### src/rtl/seq_pkg.sv
// rtl/seq_pkg.sv - shared opcodes, state encoding and line bundle for the sequencer
package seq_pkg;

  localparam int CNT_W_DEFAULT = 16;

  localparam logic [3:0] OP_NOP  = 4'h0;
  localparam logic [3:0] OP_MOVI = 4'h1;
  localparam logic [3:0] OP_MOVA = 4'h2;
  localparam logic [3:0] OP_MOVB = 4'h3;
  localparam logic [3:0] OP_MOVC = 4'h4;
  localparam logic [3:0] OP_MOVD = 4'h5;
  localparam logic [3:0] OP_ADD  = 4'h6;
  localparam logic [3:0] OP_SUB  = 4'h7;
  localparam logic [3:0] OP_JMP  = 4'h8;
  localparam logic [3:0] OP_JG   = 4'h9;
  localparam logic [3:0] OP_IN   = 4'hA;
  localparam logic [3:0] OP_OUT  = 4'hB;
  localparam logic [3:0] OP_PUSH = 4'hC;
  localparam logic [3:0] OP_POP  = 4'hD;
  localparam logic [3:0] OP_NOP2 = 4'hE;
  localparam logic [3:0] OP_HALT = 4'hF;

  typedef enum logic [1:0] {
    ST_IDLE   = 2'd0,
    ST_FETCH  = 2'd1,
    ST_EXEC   = 2'd2,
    ST_HALTED = 2'd3
  } state_t;

  typedef struct packed {
    logic mova;
    logic movb;
    logic movc;
    logic movd;
    logic add;
    logic sub;
    logic jmp;
    logic jg;
    logic in1;
    logic out1;
    logic movi;
    logic push;
    logic pop;
    logic halt;
  } op_lines_t;

endpackage

### src/rtl/op_decode.sv
// rtl/op_decode.sv - combinational 4-bit opcode to one-hot instruction lines
module op_decode
  import seq_pkg::*;
(
  input  logic [3:0] op_i,
  output op_lines_t  lines_o
);

  // Both nop opcodes (0 and E) fall through to the all-zero default.
  always_comb begin
    lines_o = '0;
    case (op_i)
      OP_MOVI: lines_o.movi = 1'b1;
      OP_MOVA: lines_o.mova = 1'b1;
      OP_MOVB: lines_o.movb = 1'b1;
      OP_MOVC: lines_o.movc = 1'b1;
      OP_MOVD: lines_o.movd = 1'b1;
      OP_ADD:  lines_o.add  = 1'b1;
      OP_SUB:  lines_o.sub  = 1'b1;
      OP_JMP:  lines_o.jmp  = 1'b1;
      OP_JG:   lines_o.jg   = 1'b1;
      OP_IN:   lines_o.in1  = 1'b1;
      OP_OUT:  lines_o.out1 = 1'b1;
      OP_PUSH: lines_o.push = 1'b1;
      OP_POP:  lines_o.pop  = 1'b1;
      OP_HALT: lines_o.halt = 1'b1;
      default: lines_o = '0;
    endcase
  end

endmodule

### src/rtl/seq_ctrl.sv
// rtl/seq_ctrl.sv - fetch/execute sequencer with run/step control, I/O wait states
// and a retired-instruction counter
module seq_ctrl
  import seq_pkg::*;
#(
  parameter int CNT_W = CNT_W_DEFAULT
) (
  input  logic             clk,
  input  logic             rst,
  input  logic             run,
  input  logic             step,
  input  logic [7:0]       ir,
  input  logic             in_vld,
  input  logic             out_rdy,
  output logic             sm,
  output logic             mova,
  output logic             movb,
  output logic             movc,
  output logic             movd,
  output logic             add,
  output logic             sub,
  output logic             jmp,
  output logic             jg,
  output logic             in1,
  output logic             out1,
  output logic             movi,
  output logic             push,
  output logic             pop,
  output logic             halt,
  output logic [1:0]       state,
  output logic [CNT_W-1:0] icount
);

  state_t           state_q, state_d;
  logic             step_q, step_d;
  logic [CNT_W-1:0] icount_q, icount_d;

  op_lines_t dec;
  logic      in_exec;
  logic      io_wait;
  logic      done;
  logic      ir_operand_unused;

  op_decode u_dec (
    .op_i    (ir[7:4]),
    .lines_o (dec)
  );

  assign ir_operand_unused = ^ir[3:0];

  assign in_exec = (state_q == ST_EXEC);
  assign io_wait = (dec.in1 && !in_vld) || (dec.out1 && !out_rdy);
  assign done    = in_exec && !io_wait;

  always_ff @(posedge clk or posedge rst) begin
    if (rst) begin
      state_q  <= ST_IDLE;
      step_q   <= 1'b0;
      icount_q <= '0;
    end else begin
      state_q  <= state_d;
      step_q   <= step_d;
      icount_q <= icount_d;
    end
  end

  // run outranks step in IDLE; completion decides between FETCH, IDLE and HALTED.
  always_comb begin
    state_d  = state_q;
    step_d   = step_q;
    icount_d = icount_q;
    case (state_q)
      ST_IDLE: begin
        if (run) begin
          state_d = ST_FETCH;
          step_d  = 1'b0;
        end else if (step) begin
          state_d = ST_FETCH;
          step_d  = 1'b1;
        end
      end
      ST_FETCH: state_d = ST_EXEC;
      ST_EXEC: begin
        if (done) begin
          icount_d = icount_q + CNT_W'(1);
          if (dec.halt) begin
            state_d = ST_HALTED;
          end else if (run && !step_q) begin
            state_d = ST_FETCH;
          end else begin
            state_d = ST_IDLE;
            step_d  = 1'b0;
          end
        end
      end
      ST_HALTED: state_d = ST_HALTED;
      default:   state_d = ST_IDLE;
    endcase
  end

  // sm stays high outside FETCH so ir_ld/pc_in/ram_re stay quiet while parked.
  always_comb begin
    sm     = (state_q != ST_FETCH);
    state  = state_q;
    icount = icount_q;
    mova   = in_exec && dec.mova;
    movb   = in_exec && dec.movb;
    movc   = in_exec && dec.movc;
    movd   = in_exec && dec.movd;
    add    = in_exec && dec.add;
    sub    = in_exec && dec.sub;
    jmp    = in_exec && dec.jmp;
    jg     = in_exec && dec.jg;
    in1    = in_exec && dec.in1 && in_vld;
    out1   = in_exec && dec.out1 && out_rdy;
    movi   = in_exec && dec.movi;
    push   = in_exec && dec.push;
    pop    = in_exec && dec.pop;
    halt   = (in_exec && dec.halt) || (state_q == ST_HALTED);
  end

endmodule

### config.mk
export PLATFORM = sky130hd
export DESIGN_NAME = seq_ctrl
export DESIGN_NICKNAME = d
export VERILOG_FILES = /design/src/rtl/seq_pkg.sv /design/src/rtl/op_decode.sv /design/src/rtl/seq_ctrl.sv
export SDC_FILE = /design/constraint.sdc
export NUM_CORES = 1
export LEC_CHECK = 0
export BUFFER_PORTS_ARGS = -buffer_cell sky130_fd_sc_hd__buf_2
export CORE_UTILIZATION = 35
export DETAILED_ROUTE_END_ITERATION = 10
export PLACE_DENSITY = 0.72
export SYNTH_ARGS = -nofsm -noshare
export SYNTH_HDL_FRONTEND = slang
export SYNTH_SLANG_ARGS = --single-unit
### constraint.sdc
create_clock -name clk -period 1.6 [get_ports clk]
set_input_delay 0.32 -clock clk [delete_from_list [all_inputs] [get_ports clk]]
set_output_delay 0.32 -clock clk [all_outputs]
set_load 0.01 [all_outputs]
======== After elaboration in Yosys (flattened, before gate mapping) ========
Index checks and enable logic that the tools add are counted.
W data, S select, Z words.
cells by class
  add/sub/neg operators ................... 1
  equal/unequal tests ..................... 22
  muxes and demuxes ....................... 26
  reductions and logical operators ........ 31
operators with widths
  cell                     number
  $eq A4 B4 Y1 const B     7
  $logic_and A1 B1 Y1      20
  $mux W1                  20
  $add A16 B1 Y16 const B  1
  $eq A4 B3 Y1 const B     4
  $eq A4 B2 Y1 const B     2
  $mux W2                  4
  $pmux W2 S4              1
  $reduce_and A5 Y1        1
  $eq A2 B2 Y1 const B     2
  $eq A4 B1 Y1 const B     1
  $logic_not A1 Y1         4
  $ne A2 B1 Y1 const B     2
  $ne A2 B2 Y1 const B     2
  $reduce_and A2 Y1        2
  $ne A3 B3 Y1 const B     1
  $eq A2 B1 Y1 const B     1
  $logic_not A2 Y1         1
  $logic_or A1 B1 Y1       2
  $pmux W1 S2              1
  $reduce_bool A2 Y1       1
storage, ports and cells
  bits in registers ....................... 19
  input bits .............................. 14
  word-level logic and storage cells ...... 83

======== Longest topological paths before layout ========
Gate-level depths: netlist of the first run.
  word-level depth ........................ 8
  depth in mapped cells ................... 5

======== Modules after synthesis ========
Synthesis of the first run repeated with hierarchy kept, for this count alone.
unflattened totals
  cell total of the unflattened synthesis .. 119
  area total of the unflattened synthesis .. 1258.7 um^2
modules (own cells, without submodules)
  module     instances  cells each  area each (um^2)
  seq_ctrl   1          101         1004.7
  op_decode  1          18          254.0

======== Least setup slack after synthesis of the first run ========
No wires, ideal clock.
  path kind ............................... register to output
  start ................................... register state_q[0], in the netlist state[0]
  end ..................................... output in1
  data arrival time ....................... 1.182 ns
  required time ........................... 1.280 ns
  slack ................................... 0.098 ns
  stages on the path, launching flop included .. 4
  buffers on the path ..................... 0
  cell sequence ........................... dfrtp_1 and2b_1 nand3b_2 nor3_1
on the way
  longest elaborated chain between the ends .. 3
RTL lines
  what                               line             RTL
  from (decl)                        seq_ctrl.sv:34   state_t state_q, state_d;
  from (signal assigned)             seq_ctrl.sv:61   state_q <= state_d;
  $eq A2 B2 Y1                       seq_ctrl.sv:51   assign in_exec = (state_q == ST_EXEC);
  $logic_and A1 B1 Y1 (2 in series)  seq_ctrl.sv:114  in1 = in_exec && dec.in1 && in_vld;
  to (decl)                          seq_ctrl.sv:24   output logic in1,
No other way between the ends.

======== Worst setup path in the final report of the first run ========
  start ................................... register state_q[0], in the netlist state[0]
  end ..................................... output movd
on the way
  longest elaborated chain between the ends .. 2
RTL lines
  what                 line             RTL
  $eq A2 B2 Y1         seq_ctrl.sv:51
  $logic_and A1 B1 Y1  seq_ctrl.sv:109  movd = in_exec && dec.movd;
  to (decl)            seq_ctrl.sv:19   output logic movd,
No other way between the ends.

==> results of run 1 <==
per-stage QoR:
step	cells	hold WS (ns)	instance area [um^2]
after global routing	206	0.0438	1540
after detailed placement	197	0.351	1400
after floorplan	111	0.271	1120
after CTS	205	0.0271	1500
final	206	0.0288	1540
after global placement	197	0.342	1400
cell type report:
cell class	instances	area (um^2)	share of cell area [%]
timing repair buffer	51	293	19.1
inverter	4	15.0	0.978
tap	44	55.1	3.59
sequential	19	477	31.1
clock buffer	4	26.3	1.71
multi-input combinational	84	669	43.6
worst min path at each step:
stage | from | to | slack (ns) | cells after the start
after floorplan | rst | icount[0]$_DFFE_PP0P_ | 0.27 | 1
after global placement | rst | icount[13]$_DFFE_PP0P_ | 0.34 | 3
after detailed placement | rst | icount[1]$_DFFE_PP0P_ | 0.35 | 3
after CTS | rst | icount[12]$_DFFE_PP0P_ | 0.03 | 3
after global routing | rst | icount[12]$_DFFE_PP0P_ | 0.04 | 3
final | rst | icount[12]$_DFFE_PP0P_ | 0.03 | 3
layer usage:
| layer | vias to the layer above | share of wire, % | routed length (um) |
|---|---|---|---|
| li1 | 491 | - | - |
| met2 | 28 | 53 | 1420 |
| met3 | 2 | 3.5 | 94 |
| met1 | 512 | 43 | 1130 |
| met4 | 0 | 0.53 | 14 |
| met5 | - | 0 | 0 |
cell families (layout without fill, tap and decap cells):
group | after synthesis | after routing | share of synthesized area (%)
XOR/XNOR | 15 | 15 | 11.7
adder cells (fa/ha/maj) | 1 | 1 | 1.11
AO/OA/AOI/OAI | 10 | 10 | 9.36
flip-flops | 19 | 19 | 42.4
AND/OR/NAND/NOR | 56 | 56 | 29.4
buffers and inverters | 8 | 59 | 3.34
multiplexers | 2 | 2 | 2.68
power by group:
| group | switching (mW) | internal, mW | leakage, nW | total, mW |
|---|---|---|---|---|
| clock | 0.132 | 0.0969 | 0.0150 | 0.229 |
| sequential | 0.123 | 0.599 | 0.243 | 0.722 |
| combinational | 0.466 | 0.495 | 0.508 | 0.962 |
critical path, stage by stage, from the launching register on:
cell and delay (ns):
dfrtp_1 0.43, and2b_2 0.27, nand3b_1 0.17, nor2_1 0.15, buf_2 0.15
registers in the layout, indices dropped and copies added, names as in the netlist:
name / flops
step_q: 1
state: 2
icount: 16
what timing repair did:
item / in CTS / in global routing
gates resized for setup: 10 / 7
endpoints found under the setup margin: 13 / 19
pin swaps: 7 / 7
buffers inserted: 4 / 1
placed cells by master (no fill, tap or decap), drive strengths merged:
cell / synthesis / routed
xor2: 8 / 8
nand2b: 5 / 5
a31o: 1 / 1
nor3: 7 / 7
o21a: 1 / 1
nor2b: 1 / 1
a221oi: 1 / 1
xnor2: 7 / 7
o2111ai: 1 / 1
nand3: 5 / 5
ha: 1 / 1
clkbuf: 0 / 4
a41oi: 1 / 1
a21oi: 1 / 1
o211ai: 2 / 2
dfrtp: 19 / 19
and4b: 1 / 1
nand2: 7 / 7
and3: 2 / 2
nand3b: 4 / 4
o22a: 1 / 1
and2b: 1 / 1
buf: 4 / 51
o21bai: 1 / 1
and4: 2 / 2
nor4: 4 / 4
nand4: 1 / 1
mux2: 2 / 2
nor2: 16 / 16
inv: 4 / 4
==> impl_metrics.yaml, run 1 <==
drt:
  routedWlPerCell_um: 12.9
  drt-vias-per-instance: 5.01
  dr.pass1.iters: 4
  drtIter0Drc: 41
  drt_wl_total_um: 2650
  drc: 0
  num_vias: 1033
  ant_nets: 0
logic_synthesis:
  yosysTopAreaCell: "dfrtp_1"
  synth_area_leaders: "dfrtp_1, xor2_1, xnor2_1"
  synth.top_cell.area_share_pct: 42.4
  synth-edff-count: 0
  synth.net_count: 126
  synth_top_flop_cell: "dfrtp_1"
  syn_area_per_cell_um2: 10.1
  synth-async-reset-ratio_pct: 100
  ys_types: 35
  ys_ff_latch: 19
  netlist_instances: 111
  syn_area_um2: 1120
  yosysSeqAreaShare_pct: 42.4
  ys_warn_count: 0
  synth_common_cells: "dfrtp_1, nor2_1, xor2_1"
  yosysMostFrequentCell: "dfrtp_1"
timing:
  setup-tns-final_ns: -1.49
  min_period_ns: 1.78
  grt_setup_unrepaired: "yes"
  fmaxAchievable_ghz: 0.563
  tightestPinTransition_ns: 0.280
  slew_violations: 0
  fin_skew_ns: 0.00338
  maxSlewHeadroom_pct: 81.2
  hold_viol_final: 0
  fin_crit_sh_pct: 111
  setup_violations: 14
  worst_slack_ns: -0.175
floorplanning:
  io_pins: 47
  die_y_um: 58.6
  rows: 20
  die_w_um: 58.6
  dieArea_um2: 3440
  start_util_pct: 36.8
  core_um2: 3050
clock_tree:
  ctsHoldBuffers: 0
  clockBufferDepth: 2
  cts_sinks: 19
  numCtsBuffers: 3
  clk_pin_slew_ns: 0.10
  clock_latency_ns: 0.29
  cts_tree: "yes"
  cts_root_buf: "clkbuf_4"
  htreeDepth: 1
worst_setup_path:
  ff2ff_path_depth: 6
  r2r_start: "state[0]$_DFFE_PP0P_"
  r2r-end: "icount[13]$_DFFE_PP0P_"
  regToRegSetupSlack_ns: 0.04
  crit_required_ns: 1.28
  critPathCaptureType: "output port"
  critPathLaunchType: "flop"
  crit_start: "state[0]$_DFFE_PP0P_"
  arrival_ns: 1.46
  endpoint: "movd"
  critPathKind: "flop to output port"
  crit_path_max_fanout: 4
place:
  preCtsSetupSlack_ns: 0.105
  gp_congestion: 0.730
  port_buffers: 42
  hpwl_um: 1830
pwr:
  power_density_nw_per_um2: 1250
  cellLeakagePower_nw: 0.766
  ir_worst_vdd_mv: 0.544
  power_mw: 1.91
grt:
  grt_max_degree: 20
  gr-usage-met3_pct: 3.52
  use_met1_pct: 20.3
  grt_pass1_vias: 921
  grt.overflow.total: 0
  grt_pass1_wl_um: 4200
  grtUsageMet2_pct: 26.8
  antenna_found_initial: 0
  grt_util_all_layers_pct: 15.7
  grt_busiest_layer: "met2"
run_status:
  violations: "setup timing"
  status: "finished with violations"
hold_path:
  hold_path_class: "input port to asynchronous set/reset pin"
final_layout:
  utilization_pct: 50.3
  nFillCells: 304
  syn_to_final_growth_pct: 36.8
  diodes: 0
  nNetsFinal: 178
  layout-drive-gt1-share_pct: 48.1
run:
  drv_cap: 0
(Power assumes the default switching activity.)
==> run 2: changes to the inputs <==
CORE_UTILIZATION = 45   (was 35)
MAX_ROUTING_LAYER = met4   (was unset)
PLACE_DENSITY = 0.87   (was 0.72)
==> run 2 against run 1 <==
Compared with the run above: the flow still finishes with violations (setup timing); sequential share of layout area grew 0.96 points; clock-buffer cell count is the same; non-clock buffer count shrank 1; cell count shrank 8.3%; routed wire length grew 1.9%; combinational power shrank 11%; register-to-register slack gained 0.08 ns; die area shrank 22%; total power shrank 4.4%; clock power grew 10%; largest cell class unchanged.
==> impl_metrics.yaml, run 2 (synthesis gave the netlist of run 1 again) <==
floorplanning:
  core_um2: 2280
  io_pins: 47
  rows: 17
  die_w_um: 51.9
  die_y_um: 51.9
  start_util_pct: 49.3
  dieArea_um2: 2700
worst_setup_path:
  critPathLaunchType: "flop"
  critical_path.slowest_cell: "dfrtp_1"
  regToRegSetupSlack_ns: 0.12
  crit_path_max_fanout: 4
  crit_path_max_incr_delay_ns: 0.41
  crit_family: "simple AND/OR/NAND/NOR gates"
  crit_required_ns: 1.28
  critical_path.cell_chain: "and2b_2 > nand3b_1 > nor3_2 > buf_2"
  critPathKind: "flop to output port"
  path_buf_inv: 1
  critPathCaptureType: "output port"
  arrival_ns: 1.45
final_layout:
  diodes: 0
  nNetsFinal: 177
  largest_reg_flops: 16
  final_common_cell: "buf_2"
  instances_no_fill: 189
  final_cell_mix: "buf_2, dfrtp_1, nor2_1, xor2_1, buf_4"
  utilization_pct: 65.3
  design_area_um2: 1490
  syn_to_final_growth_pct: 32.3
  layout-drive-gt1-share_pct: 47.2
  nFillCells: 180
drt:
  dr_wl_met2_um: 1420
  dr.pass1.iters: 4
  dr_wl_met3_um: 95
  ant_nets: 0
  drc: 0
  drt_wl_total_um: 2700
  top_layer: "met4"
  routedWlPerCell_um: 14.3
  drt-vias-per-instance: 5.38
  wl_met1_um: 1100
  drtIter0Drc: 11
  num_vias: 1016
place:
  hpwl_um: 1990
  port_buffers: 42
  preCtsSetupSlack_ns: 0.137
  dp_cells: 182
  placedInstanceArea_um2: 1380
  gp_congestion: 0.804
timing:
  fin_skew_ns: 0.00619
  fin_crit_sh_pct: 110
  setup_violations: 12
  setup-tns-final_ns: -1.10
  tightestPinTransition_ns: 0.287
  grt_setup_unrepaired: "yes"
  min_period_ns: 1.77
  fmaxAchievable_ghz: 0.567
  maxSlewHeadroom_pct: 80.8
  whs_ns: 0.00378
  hold_viol_final: 0
  worst_slack_ns: -0.165
  slew_violations: 0
grt:
  grt_pass1_wl_um: 4510
  grt_util_all_layers_pct: 23.6
  antenna_found_initial: 0
  grt.overflow.total: 0
  grt_pass1_vias: 985
  grt_max_degree: 20
hold_path:
  hold_path_class: "input port to asynchronous set/reset pin"
run_status:
  status: "finished with violations"
  violations: "setup timing"
pwr:
  ir_worst_vdd_mv: 1.04
  power_density_nw_per_um2: 1230
  power_mw: 1.83
  cellLeakagePower_nw: 0.769
clock_tree:
  htreeDepth: 1
  cts_root_buf: "clkbuf_4"
  clock_latency_ns: 0.31
  clockBufferDepth: 2
  clk_pin_slew_ns: 0.11
  numCtsBuffers: 3
  cts_sinks: 19
  cts_tree: "yes"
  ctsHoldBuffers: 0
run:
  drv_cap: 0
run 2: cell types whose count changed in the layout (fill, tap and decap cells not counted), sizes merged:
| cell | previous run | this run |
|---|---|---|
| buf | 51 | 50 |
run 2: timing repair:
item / 4_1_cts / 5_1_grt
pin swaps: 4 / 1
setup buffers: 2 / 3
hold endpoints to repair: 0 / 0
setup endpoints to repair: 13 / 14
resized for setup: 5 / 7
run 2: final timing paths:
check,from,endpoint,depth (start not counted)
max in group asynchronous,rst,icount[4]$_DFFE_PP0P_,3
worst max-delay path,state[0]$_DFFE_PP0P_,movc,4
worst min register to register,icount[15]$_DFFE_PP0P_,icount[15]$_DFFE_PP0P_,1
worst min-delay path,rst,icount[12]$_DFFE_PP0P_,3
min in group clk,run,state[0]$_DFFE_PP0P_,3
worst max register to register,state[1]$_DFFE_PP0P_,state[0]$_DFFE_PP0P_,6
run 2: per-layer routing:
metal | global-route usage (%) | vias up
li1 | - | 489
met1 | 27.0 | 494
met2 | 38.7 | 24
met3 | 4.68 | 9
met4 | 12.6 | 0
met5 | - | -
run 2: power by group:
part	internal (mW)	switching, mW	total [mW]
combinational	0.422	0.436	0.858
sequential	0.597	0.122	0.719
clock	0.0976	0.154	0.252
run 2: layout make-up:
type                    instances  area [um^2]  share of cell area (%)
well taps                      28         35.0                    2.36
clock buffers                   4         26.3                    1.77
flip-flops and latches         19          475                    32.0
inverters                       4         15.0                    1.01
multi-input cells              84          663                    44.7
repair buffers                 50          270                    18.2
run 2: worst min-delay path, cell delays in order:
cell and delay, ns:
buf_2 0.09, inv_1 0.04, buf_4 0.25
